### src/rtl/pipe_pkg.sv
// Shared types and constants for the pipeline hazard/forwarding unit.
// Provides the scoreboard entry struct, forwarding select codes and a match helper.
package pipe_pkg;

    localparam int REG_W_DEF = 5;
    // Entries are stored at a fixed maximum width; narrower register
    // numbers are zero-extended on the way in.
    localparam int REG_W_MAX = 8;

    localparam logic [1:0] FWD_RF  = 2'd0;
    localparam logic [1:0] FWD_EX  = 2'd1;
    localparam logic [1:0] FWD_MEM = 2'd2;
    localparam logic [1:0] FWD_WB  = 2'd3;

    typedef struct packed {
        logic                 valid;
        logic                 wreg;
        logic                 m2reg;
        logic [REG_W_MAX-1:0] wn;
    } sb_entry_t;

    function automatic logic sb_hit(sb_entry_t e, logic [REG_W_MAX-1:0] s);
        return e.valid && e.wreg && (e.wn == s);
    endfunction

endpackage

### src/rtl/pipe_fwd_sel.sv
// Per-operand forwarding select: compares one source register against the
// EX/MEM/WB scoreboard entries and returns {sel, load_use, stall_req}.
module pipe_fwd_sel
    import pipe_pkg::*;
#(
    parameter bit FWD_EN    = 1'b1,
    parameter bit RF_BYPASS = 1'b1
) (
    input  logic                 id_valid,
    input  logic [REG_W_MAX-1:0] src,
    input  logic                 use_src,
    input  sb_entry_t            ex,
    input  sb_entry_t            mem,
    input  sb_entry_t            wb,
    output logic [1:0]           sel,
    output logic                 load_use,
    output logic                 stall_req
);

    logic live;
    logic m_ex;
    logic m_mem;
    logic m_wb;
    logic unused_m2reg;

    assign unused_m2reg = ^{mem.m2reg, wb.m2reg};

    always_comb begin
        sel       = FWD_RF;
        load_use  = 1'b0;
        stall_req = 1'b0;
        live  = id_valid && use_src && (src != '0);
        m_ex  = live && sb_hit(ex, src);
        m_mem = live && sb_hit(mem, src);
        m_wb  = live && sb_hit(wb, src);
        if (FWD_EN) begin
            // Youngest producer wins; a load still in EX has no data yet.
            if (m_ex) begin
                if (ex.m2reg) load_use = 1'b1;
                else          sel      = FWD_EX;
            end else if (m_mem) begin
                sel = FWD_MEM;
            end else if (m_wb && !RF_BYPASS) begin
                sel = FWD_WB;
            end
        end else begin
            stall_req = m_ex || m_mem || (m_wb && !RF_BYPASS);
        end
    end

endmodule

### src/rtl/pipe_hazard_unit.sv
// Hazard and forwarding controller beside ID: tracks EX/MEM/WB destinations,
// drives EX operand selects, load-use/interlock stalls, branch flushes, freeze.
// In : clk, clrn, id_* (issuing instruction), ex_branch_taken, mem_busy
// Out: stall_if, stall_id, flush_id, bubble_ex, freeze, fwd_a, fwd_b
module pipe_hazard_unit
    import pipe_pkg::*;
#(
    parameter int REG_W          = REG_W_DEF,
    parameter bit FWD_EN         = 1'b1,
    parameter bit RF_BYPASS      = 1'b1,
    parameter int BRANCH_PENALTY = 1
) (
    input  logic             clk,
    input  logic             clrn,
    input  logic             id_valid,
    input  logic [REG_W-1:0] id_rs,
    input  logic [REG_W-1:0] id_rt,
    input  logic             id_use_rs,
    input  logic             id_use_rt,
    input  logic             id_wreg,
    input  logic             id_m2reg,
    input  logic [REG_W-1:0] id_wn,
    input  logic             ex_branch_taken,
    input  logic             mem_busy,
    output logic             stall_if,
    output logic             stall_id,
    output logic             flush_id,
    output logic             bubble_ex,
    output logic             freeze,
    output logic [1:0]       fwd_a,
    output logic [1:0]       fwd_b
);

    localparam logic [1:0] FLUSH_LD = 2'(BRANCH_PENALTY - 1);

    sb_entry_t  sb_ex;
    sb_entry_t  sb_mem;
    sb_entry_t  sb_wb;
    sb_entry_t  id_ent;
    logic [1:0] fcnt;

    logic [1:0] sel_a;
    logic [1:0] sel_b;
    logic       lu_a;
    logic       lu_b;
    logic       st_a;
    logic       st_b;
    logic       hazard;
    logic       flushing;
    logic       active;

    always_comb begin
        id_ent       = '0;
        id_ent.valid = id_valid;
        id_ent.wreg  = id_wreg;
        id_ent.m2reg = id_m2reg;
        id_ent.wn    = REG_W_MAX'(id_wn);
    end

    pipe_fwd_sel #(
        .FWD_EN   (FWD_EN),
        .RF_BYPASS(RF_BYPASS)
    ) u_sel_a (
        .id_valid (id_valid),
        .src      (REG_W_MAX'(id_rs)),
        .use_src  (id_use_rs),
        .ex       (sb_ex),
        .mem      (sb_mem),
        .wb       (sb_wb),
        .sel      (sel_a),
        .load_use (lu_a),
        .stall_req(st_a)
    );

    pipe_fwd_sel #(
        .FWD_EN   (FWD_EN),
        .RF_BYPASS(RF_BYPASS)
    ) u_sel_b (
        .id_valid (id_valid),
        .src      (REG_W_MAX'(id_rt)),
        .use_src  (id_use_rt),
        .ex       (sb_ex),
        .mem      (sb_mem),
        .wb       (sb_wb),
        .sel      (sel_b),
        .load_use (lu_b),
        .stall_req(st_b)
    );

    // Reset gates every output so a mid-stall reset clears at once,
    // even while branch/busy inputs are still asserted.
    assign hazard    = lu_a || lu_b || st_a || st_b;
    assign flushing  = ex_branch_taken || (fcnt != 2'd0);
    assign active    = clrn && !mem_busy;
    assign freeze    = clrn && mem_busy;
    assign flush_id  = active && flushing;
    assign stall_if  = active && !flushing && hazard;
    assign stall_id  = stall_if;
    assign bubble_ex = flush_id || stall_if;
    assign fwd_a     = clrn ? sel_a : FWD_RF;
    assign fwd_b     = clrn ? sel_b : FWD_RF;

    always_ff @(posedge clk or negedge clrn) begin
        if (!clrn) begin
            sb_ex  <= '0;
            sb_mem <= '0;
            sb_wb  <= '0;
            fcnt   <= 2'd0;
        end else if (!mem_busy) begin
            sb_wb  <= sb_mem;
            sb_mem <= sb_ex;
            sb_ex  <= bubble_ex ? '0 : id_ent;
            if (ex_branch_taken)  fcnt <= FLUSH_LD;
            else if (fcnt != 2'd0) fcnt <= fcnt - 2'd1;
        end
    end

endmodule
### config.mk
export PLATFORM = sky130hd
export DESIGN_NAME = pipe_hazard_unit
export DESIGN_NICKNAME = d
export VERILOG_FILES = /design/src/rtl/pipe_pkg.sv /design/src/rtl/pipe_fwd_sel.sv /design/src/rtl/pipe_hazard_unit.sv
export SDC_FILE = /design/constraint.sdc
export NUM_CORES = 1
export LEC_CHECK = 0
export BUFFER_PORTS_ARGS = -buffer_cell sky130_fd_sc_hd__buf_2
export CAP_MARGIN = 0
export CORE_UTILIZATION = 40
export DETAILED_ROUTE_END_ITERATION = 6
export PLACE_DENSITY = 0.66
export SLEW_MARGIN = 20
export SYNTH_ARGS = -nofsm -noshare
export SYNTH_HDL_FRONTEND = slang
export SYNTH_SLANG_ARGS = --single-unit
### constraint.sdc
create_clock -name clk -period 4.7 [get_ports clk]
set_input_delay 1.175 -clock clk [delete_from_list [all_inputs] [get_ports clk]]
set_output_delay 1.175 -clock clk [all_outputs]
set_load 0.05 [all_outputs]
After elaboration in Yosys (flattened, before gate mapping)
Cells that the tools add are included.
{"block": "word_totals", "regBits": 23, "elab_cells": 56, "inputBits": 24, "out_inout_bits": 9}
{"block": "classes", "n_mux": 13, "addsub": 1, "bitwise_logic": 1, "reduce_logical": 29, "eq_ne": 4}
{"op": "$eq A8 B5 Y1", "n": 4}
{"op": "$logic_and A1 B1 Y1", "n": 19}
{"op": "$mux W2", "n": 8}
{"op": "$reduce_bool A8 Y1", "n": 2}
{"op": "$mux W11", "n": 1}
{"op": "$mux W1", "n": 4}
{"op": "$reduce_bool A2 Y1", "n": 2}
{"op": "$logic_or A1 B1 Y1", "n": 3}
{"op": "$logic_not A1 Y1", "n": 2}
{"op": "$reduce_and A2 Y1", "n": 1}
{"op": "$sub A2 B1 Y2 const B", "n": 1}
{"op": "$not A1 Y1", "n": 1}

Depth between registers and ports, before layout
Gate-level depths: netlist (run 1).
{"block": "depth", "word_depth": 8, "ltp_mapped": 7, "ltp_nobuf": 7}

Cells and area by module
A second synthesis (run 1) with hierarchy kept.
{"block": "hier_totals", "hier_cells": 164, "area_unflattened_um2": 1661.6}
{"module": "pipe_hazard_unit", "seq_area_each_um2": 650.6, "n_inst": 1, "cells_each": 92, "area_each_um2": 1141.1}
{"module": "pipe_fwd_sel", "seq_area_each_um2": 0.0, "n_inst": 2, "cells_each": 36, "area_each_um2": 260.2}

Least setup slack after synthesis (run 1)
Ideal clock, no wire load.
{"block": "synth_timing", "kind": "input to output", "startpoint": "input id_rt[1]", "endpoint": "output fwd_b[1]", "arrival_ns": 3.572, "path_buffers": 0, "path_stages": 4, "required_ns": 3.525, "slack_ns": -0.047, "cell_sequence": "or4_1 o211ai_1 nor4_2 nor4_1"}
{"block": "synth_between", "elab_chain_len": 6, "word_cells_on_any_way": 11, "classes_between": "eq/ne (2); mux (3); reduce/logical (6)"}
{"element": "from (decl)", "line_no": "pipe_hazard_unit.sv:17", "text": "input logic [REG_W-1:0] id_rt,"}
{"element": "$eq A8 B5 Y1 / $reduce_bool A8 Y1 (equally long branches)", "line_no": "pipe_pkg.sv:23, pipe_fwd_sel.sv:32"}
{"element": "$logic_and A1 B1 Y1, on equally long branches", "line_no": "pipe_pkg.sv:23, pipe_fwd_sel.sv:32"}
{"element": "$logic_and A1 B1 Y1", "line_no": "pipe_fwd_sel.sv:34", "text": "m_mem = live && sb_hit(mem, src);"}
{"element": "$mux W2", "line_no": "pipe_fwd_sel.sv:41", "text": "end else if (m_mem) begin"}
{"element": "$mux W2 (*)", "line_no": "pipe_fwd_sel.sv:38", "text": "if (m_ex) begin"}
{"element": "$mux W2 (*)", "line_no": "pipe_hazard_unit.sv:101", "text": "assign fwd_b = clrn ? sel_b : FWD_RF;"}
{"element": "to (decl)", "line_no": "pipe_hazard_unit.sv:31", "text": "output logic [1:0] fwd_b"}
Every way passes the cells marked *; elsewhere a longest branch is shown, timed or not.

Worst setup path in the final report (run 1)
Same ends and word-level chain as after synthesis.

==> key figures, run 1 <==
Clock network
  • Number of H-tree levels: 1
  • Clk pin slew, worst setup/hold paths: 0.09 ns
  • Hold-fix buffers at CTS: 0
  • Clk sink count: 17
  • Library cell used as clock root buffer: sky130_fd_sc_hd__clkbuf_4
  • Number of buffers inserted by post-CTS setup repair: 0
  • Clock tree from TritonCTS: yes
  • Latest clock arrival within the worst-skew pair: 0.29 ns
  • Clk buf depth: 2
  • # resized after CTS: 0
  • Number of buffers created by CTS: 3

Floorplan
  • Die Wd: 53.3 µm
  • Die Y-Extent: 53.3 µm
  • Core region area: 2480 µm²
  • Effective utilization at floorplan: 42.4%
  • Number of cell rows: 18
  • Number of I/O pins: 33
  • Die outline area: 2840 µm²

Pwr
  • Total power density per cell area: 339 nW/µm²
  • Logic pwr share: 33.3%
  • Worst-case vdd ir drop: 0.000195 V
  • Share of power burned in the clock network: 18.0%
  • Final Power: 0.000428 W
  • Psw: 0.000143 W
  • Int Pwr: 0.000285 W
  • Static leakage: 0.574 nW
  • Switching share of power: 33.5%
  • Share of power burned in registers: 48.7%

Detailed routing
  • Routed via count: 855
  • Drt first pass iters: 4
  • Post-DR wirelength/cell: 14.7 µm
  • Vias per cell: 5.52
  • Iteration-0 DRC count of the detailed router: 7
  • Total Routed Length: 2290 µm
  • Final ANT Viol Nets: 0
  • Post-route DRC: 0

Final layout
  • Number of nets in the layout: 151
  • Count of placed standard cells in the final layout, fillers left out: 155
  • Layout area overhead: 20.1%
  • Fraction of final layout cells sized beyond drive strength 1: 42.4%
  • Diodes inserted: 0

Placement
  • Number of placed instances with taps included: 151
  • Worst Setup Slack post-DPL: 0.715 ns
  • IO buf count: 32
  • Placed wire-length estimate after detailed placement: 1820 µm
  • Routability cong.: 0.872

Critical path
  • Type of origin of the critical path: input pin
  • Arrival time of data at the critical path endpoint: 2.80 ns
  • Required arrival time at the worst endpoint: 3.52 ns
  • Type of the worst setup path: input pin to output pin
  • Crit path largest cell delay: 0.53 ns
  • Cell chain of the critical path: buf_2 > or4_1 > o211ai_1 > nor4_2 > nor4_2 > buf_2
  • Highest-delay cell along the critical path: sky130_fd_sc_hd__or4_1
  • Largest fanout on the critical path: 4
  • Worst path buffer plus inverter count: 2
  • Top cell family by delay on the critical path: simple AND/OR/NAND/NOR gates
  • Endpoint class of the critical path: output pin

Logic synthesis
  • Proportion of synthesized chip area in sequential cells: 40.5%
  • Number of instances in the synthesized netlist: 91
  • Yosys top cell by area: sky130_fd_sc_hd__dfrtp_1
  • Warnings from Yosys: 0
  • Post-Syn Area: 1050 µm²
  • Top cell types by occurrence after synthesis: sky130_fd_sc_hd__dfrtp_1 (17), sky130_fd_sc_hd__xnor2_1 (12), sky130_fd_sc_hd__a22o_1 (8), sky130_fd_sc_hd__xor2_1 (8), sky130_fd_sc_hd__mux2_2 (7)
  • Number of enable-type register cells in the synthesized netlist: 0
  • Net count after synthesis: 116
  • Most frequent cell after synthesis: sky130_fd_sc_hd__dfrtp_1
  • Most used DFF post-synth: sky130_fd_sc_hd__dfrtp_1
  • Average footprint of a synthesized cell: 11.5 µm²
  • Synth Register Bits: 17
  • Area contributors post-synth: sky130_fd_sc_hd__dfrtp_1 (40%), sky130_fd_sc_hd__xnor2_1 (10%), sky130_fd_sc_hd__mux2_2 (7.5%)
  • Cell variety after synth: 30
  • Share of Yosys cell area claimed by the top area cell type: 40.5%
  • Fraction of synthesis flops using an asynchronous set or reset pin: 100%

Run
  • Maximum capacitance violations: 0

Timing
  • Worst slew pin tran: 0.625 ns
  • RSZ-0062 raised after global routing: no
  • Max-slew violations: 0
  • Worst Setup Slack, final: 0.723 ns
  • Hold Violations, Final: 0
  • Post-route clock skew: 0.00107 ns
  • Post-layout min period: 3.98 ns
  • Maximum achievable frequency: 0.251 GHz
  • Setup TNS after final layout: 0 ns
  • Max-Slew Margin vs Limit: 58.0%
  • Post-route fraction of the period consumed by the critical path: 84.6%
  • Finish-stage setup viols: 0

Global route
  • Global-route wire length before repair: 3760 µm
  • Via count of the first global-routing pass: 851
  • Maximum number of pins on one net before global-route repair: 24
  • Initial antenna violation count: 0
  • GRT Util Overall: 19.3%
  • Overflow left after global routing: 0

Min path
  • Type of the worst min-delay path: flop to flop

Run status
  • Run status: completed
[kinds of logic (layout without fill, tap and decap cells)]
| group | count (synthesis) | count (layout) | synth area share (%) |
|---|---|---|---|
| xor+xnor | 20 | 20 | 16.7 |
| simple gates | 26 | 26 | 16.7 |
| buf+inv | 5 | 39 | 3.81 |
| mux | 8 | 8 | 8.45 |
| compound gates | 14 | 14 | 12.7 |
| flops | 17 | 17 | 40.5 |
| fa+ha+maj | 1 | 1 | 1.19 |
[path summary, 6_finish.rpt]
path | start | to | slack, ns | depth (start not counted)
min in group asynchronous | clrn | sb_mem[4]$_DFFE_PN0N_ | 0.88 | 2
max in group asynchronous | clrn | sb_ex[2]$_DFFE_PN0N_ | 3.61 | 2
worst min register to register | sb_mem[10]$_DFFE_PN0N_ | sb_mem[10]$_DFFE_PN0N_ | 0.52 | 1
worst min-delay path | sb_mem[10]$_DFFE_PN0N_ | sb_mem[10]$_DFFE_PN0N_ | 0.52 | 1
worst max-delay path | id_rt[1] | fwd_b[1] | 0.72 | 6
worst max register to register | fcnt[0]$_DFFE_PN0P_ | sb_ex[4]$_DFFE_PN0N_ | 2.80 | 7
[registers in the layout (all words and copies together), names as in the netlist]
signal,cells
fcnt,2
sb_ex,8
sb_mem,7
[cell usage in the layout (no fill, tap or decap), drive strengths merged, types with 3 or more instances in the layout]
cell type / n
clkbuf: 4
nor2: 3
nor4: 4
xor2: 8
nand2: 3
xnor2: 12
a22o: 8
dfrtp: 17
mux2: 7
or4: 4
buf: 33
nand4: 3
[cell type report]
cell class / count / area [µm²]
fillers: 246 / 1210
multi-input cells: 69 / 598
flip-flops and latches: 17 / 425
repair buffers: 33 / 168
well taps: 30 / 37.5
clock buffers: 4 / 26.3
inverters: 2 / 7.51
[routing by layer]
metal  vias up  GRT usage (%)  share of wire [%]
li1        401              -                  -
met1       417           24.9                 47
met2        33           30.6                 45
met3         4           4.31                7.4
met4         0           7.89                1.2
met5         -              0                  0
[worst reg2reg max path: stages (launching register included)]
cell and delay [ns]:
sky130_fd_sc_hd__dfrtp_1 0.37, sky130_fd_sc_hd__inv_1 0.09, sky130_fd_sc_hd__ha_1 0.19, sky130_fd_sc_hd__or2b_2 0.31, sky130_fd_sc_hd__a21o_2 0.24, sky130_fd_sc_hd__or2b_2 0.31
sky130_fd_sc_hd__o31ai_4 0.13, sky130_fd_sc_hd__a22o_1 0.20
[power by group through the flow]
stage / combinational [W] / sequential, W / clock, W
after global placement: 0.000140 / 0.000211 / 0
after floorplan: 0.000108 / 0.000204 / 0
after global routing: 0.000156 / 0.000214 / 0.0000886
final: 0.000142 / 0.000208 / 0.0000771
after detailed placement: 0.000144 / 0.000212 / 0
after CTS: 0.000144 / 0.000209 / 0.0000813
[metrics by stage]
stage | hold WS [ns] | instance area (µm²) | util (%)
final | 0.522 | 1260 | 51.0
after global routing | 0.539 | 1260 | 51.0
after detailed placement | 0.503 | 1240 | 49.9
after global placement | 0.490 | 1240 | 49.9
after floorplan | 0.480 | 1060 | -
after CTS | 0.526 | 1260 | 51.0
Power figures use the tool's default switching activity.
==> run 2: changes to the inputs <==
Settings changed: ABC_AREA set to 1, PLACE_DENSITY 0.66 to 0.67.
Clock period 4.7 ns to 3.3 ns, I/O delays scaled along.
==> key figures, run 2 <==
Critical path
  • Endpoint class of the critical path: output pin
  • Top cell family by delay on the critical path: buffers and inverters
  • Worst path buffer plus inverter count: 2
  • Required arrival time at the worst endpoint: 2.47 ns
  • Cell chain of the critical path: buf_2 > a21oi_1 > nand2_2 > nand2_1 > buf_2
  • Type of the worst setup path: input pin to output pin
  • Crit path largest cell delay: 0.34 ns
  • Cell type with the highest occurrence count on the critical path: sky130_fd_sc_hd__buf_2
  • Arrival time of data at the critical path endpoint: 1.95 ns
  • Largest fanout on the critical path: 14
  • Type of origin of the critical path: input pin
  • Highest-delay cell along the critical path: sky130_fd_sc_hd__a21oi_1

Placement
  • Placed wire-length estimate after detailed placement: 2090 µm
  • IO buf count: 32
  • Worst Setup Slack post-DPL: 0.525 ns
  • Routability cong.: 0.892

Final layout
  • Commonest non-fill, non-tap cell in the layout: sky130_fd_sc_hd__nand2_1
  • Layout area overhead: 17.7%
  • Register with the highest flop count: sb_ex
  • Number of nets in the layout: 245
  • Fraction of final layout cells sized beyond drive strength 1: 23.7%
  • Diodes inserted: 0
  • Biggest regs: sb_ex x8, sb_mem x7, fcnt x2
  • Leading cell types in the layout, fill and taps excluded: sky130_fd_sc_hd__nand2_1 (51), sky130_fd_sc_hd__inv_1 (34), sky130_fd_sc_hd__buf_2 (32)
  • Max FFs per register: 8

Detailed routing
  • Post-DR wirelength/cell: 10.5 µm
  • Total Routed Length: 2630 µm
  • Post-route DRC: 1
  • Vias per cell: 4.67
  • Wire length on met3: 148 µm
  • Met1 wire length: 1360 µm
  • Routed via count: 1167
  • Routed length on met2: 1120 µm
  • Iteration-0 DRC count of the detailed router: 42
  • Drt first pass iters: 6
  • Final ANT Viol Nets: 0
  • Highest metal layer with signal wires: met4

Logic synthesis
  • Top cell types by occurrence after synthesis: sky130_fd_sc_hd__nand2_1 (51), sky130_fd_sc_hd__inv_1 (34), sky130_fd_sc_hd__nor2_1 (21)
  • Most used DFF post-synth: sky130_fd_sc_hd__dfrtp_1
  • Area contributors post-synth: sky130_fd_sc_hd__dfrtp_1 (34%), sky130_fd_sc_hd__nand2_1 (15%), sky130_fd_sc_hd__inv_1 (10%)
  • Share of Yosys cell area claimed by the top area cell type: 34.3%
  • Net count after synthesis: 210
  • Proportion of synthesized chip area in sequential cells: 34.3%
  • Yosys top cell by area: sky130_fd_sc_hd__dfrtp_1
  • Fraction of synthesis flops using an asynchronous set or reset pin: 100%
  • Most frequent cell after synthesis: sky130_fd_sc_hd__nand2_1
  • Number of enable-type register cells in the synthesized netlist: 0
  • Post-Syn Area: 1240 µm²
  • Synth Register Bits: 17
  • Warnings from Yosys: 0
  • Number of instances in the synthesized netlist: 185
  • Average footprint of a synthesized cell: 6.70 µm²
  • Cell variety after synth: 25

Pwr
  • Total power density per cell area: 383 nW/µm²
  • Static leakage: 0.890 nW
  • Worst-case vdd ir drop: 0.000253 V

Run
  • Maximum capacitance violations: 0

Clock network
  • Clk sink count: 17
  • Latest clock arrival within the worst-skew pair: 0.30 ns
  • # resized after CTS: 0
  • Hold-fix buffers at CTS: 0
  • Clk pin slew, worst setup/hold paths: 0.10 ns
  • Number of buffers inserted by post-CTS setup repair: 0
  • Clk buf depth: 2
  • Clock tree from TritonCTS: yes
  • Library cell used as clock root buffer: sky130_fd_sc_hd__clkbuf_4
  • Number of buffers created by CTS: 3
  • Number of H-tree levels: 1

Global route
  • Overflow left after global routing: 0
  • Maximum number of pins on one net before global-route repair: 22
  • Global-route wire length before repair: 4700 µm
  • Initial antenna violation count: 0
  • Via count of the first global-routing pass: 1054
  • GRT Util Overall: 18.4%

Floorplan
  • Number of cell rows: 19
  • Die Y-Extent: 57.7 µm
  • Number of I/O pins: 33
  • Effective utilization at floorplan: 43.4%
  • Core region area: 2850 µm²
  • Die outline area: 3320 µm²
  • Die Wd: 57.7 µm

Run status
  • Run status: complete, but fails checks
  • Violated checks: DRC

Timing
  • Hold Violations, Final: 0
  • Max-Slew Margin vs Limit: 75.3%
  • Worst slew pin tran: 0.371 ns
  • RSZ-0062 raised after global routing: no
  • Worst Setup Slack, final: 0.527 ns
  • Setup TNS after final layout: 0 ns
  • Hold WS: 0.490 ns
  • Post-route fraction of the period consumed by the critical path: 84.0%
  • Post-layout min period: 2.77 ns
  • Maximum achievable frequency: 0.361 GHz
  • Max-slew violations: 0
  • Post-route clock skew: 0.00704 ns
  • Finish-stage setup viols: 0

Min path
  • Type of the worst min-delay path: input pin to asynchronous set/reset pin
run 2: cell count changes after synthesis, moves of 5 or more:
cell / previous run / this run
sky130_fd_sc_hd__nand2_1: 3 / 51
sky130_fd_sc_hd__inv_1: 2 / 34
sky130_fd_sc_hd__nor2_1: 3 / 21
sky130_fd_sc_hd__nand3_1: 1 / 15
sky130_fd_sc_hd__a22o_1: 8 / 0
sky130_fd_sc_hd__o21ai_0: 0 / 8
sky130_fd_sc_hd__xnor2_1: 12 / 4
sky130_fd_sc_hd__xor2_1: 8 / 3
run 2: cell families after synthesis:
family,after synthesis,synth area share [%]
compound gates,13,5.76
mux,3,2.73
xor+xnor,7,4.95
simple gates,103,38.2
buf+inv,41,13.0
flops,17,34.3
fa+ha+maj,1,1.01
run 2: stage by stage:
stage          utilization, %  std cells  instance area, µm²  power [W]
3_3_place_gp             50.1        246                1430   0.000450
6_report                 51.1        250                1460   0.000559
3_5_place_dp             50.1        246                1430   0.000451
4_1_cts                  51.1        250                1460   0.000567
2_1_floorplan               -        185                1240   0.000396
5_1_grt                  51.1        250                1460   0.000613
run 2: power breakdown:
group / internal (W) / switching [W] / leakage (nW) / total (W)
combinational: 0.0000694 / 0.000107 / 0.659 / 0.000177
clock: 0.0000452 / 0.0000685 / 0.0177 / 0.000114
sequential: 0.000241 / 0.0000269 / 0.214 / 0.000268
run 2: layout make-up:
cell class	count	area, µm²
fillers	298	1400
multi-input cells	127	652
flip-flops and latches	17	425
repair buffers	34	175
inverters	37	139
well taps	31	38.8
clock buffers	3	22.5
clock inverters	1	5.00
run 2: final timing paths:
path                                            from                   end  slack (ns)  depth (start not counted)
worst max-delay path                        mem_busy             bubble_ex        0.53                          5
worst min-delay path                            clrn   fcnt[1]$_DFFE_PN0P_        0.49                          2
max in group asynchronous                       clrn  sb_ex[1]$_DFFE_PN0N_        2.59                          2
worst max register to register   fcnt[0]$_DFFE_PN0P_  sb_ex[2]$_DFFE_PN0N_        1.83                          6
worst min register to register  sb_ex[8]$_DFFE_PN0N_  sb_ex[8]$_DFFE_PN0N_        0.49                          2
min in group clk                sb_ex[8]$_DFFE_PN0N_  sb_ex[8]$_DFFE_PN0N_        0.49                          2
run 2: routing by layer:
layer / vias to the layer above / GRT usage [%]
met5: - / 0
met4: 0 / 3.06
met3: 3 / 4.69
met2: 30 / 27.2
met1: 494 / 27.5
li1: 640 / -
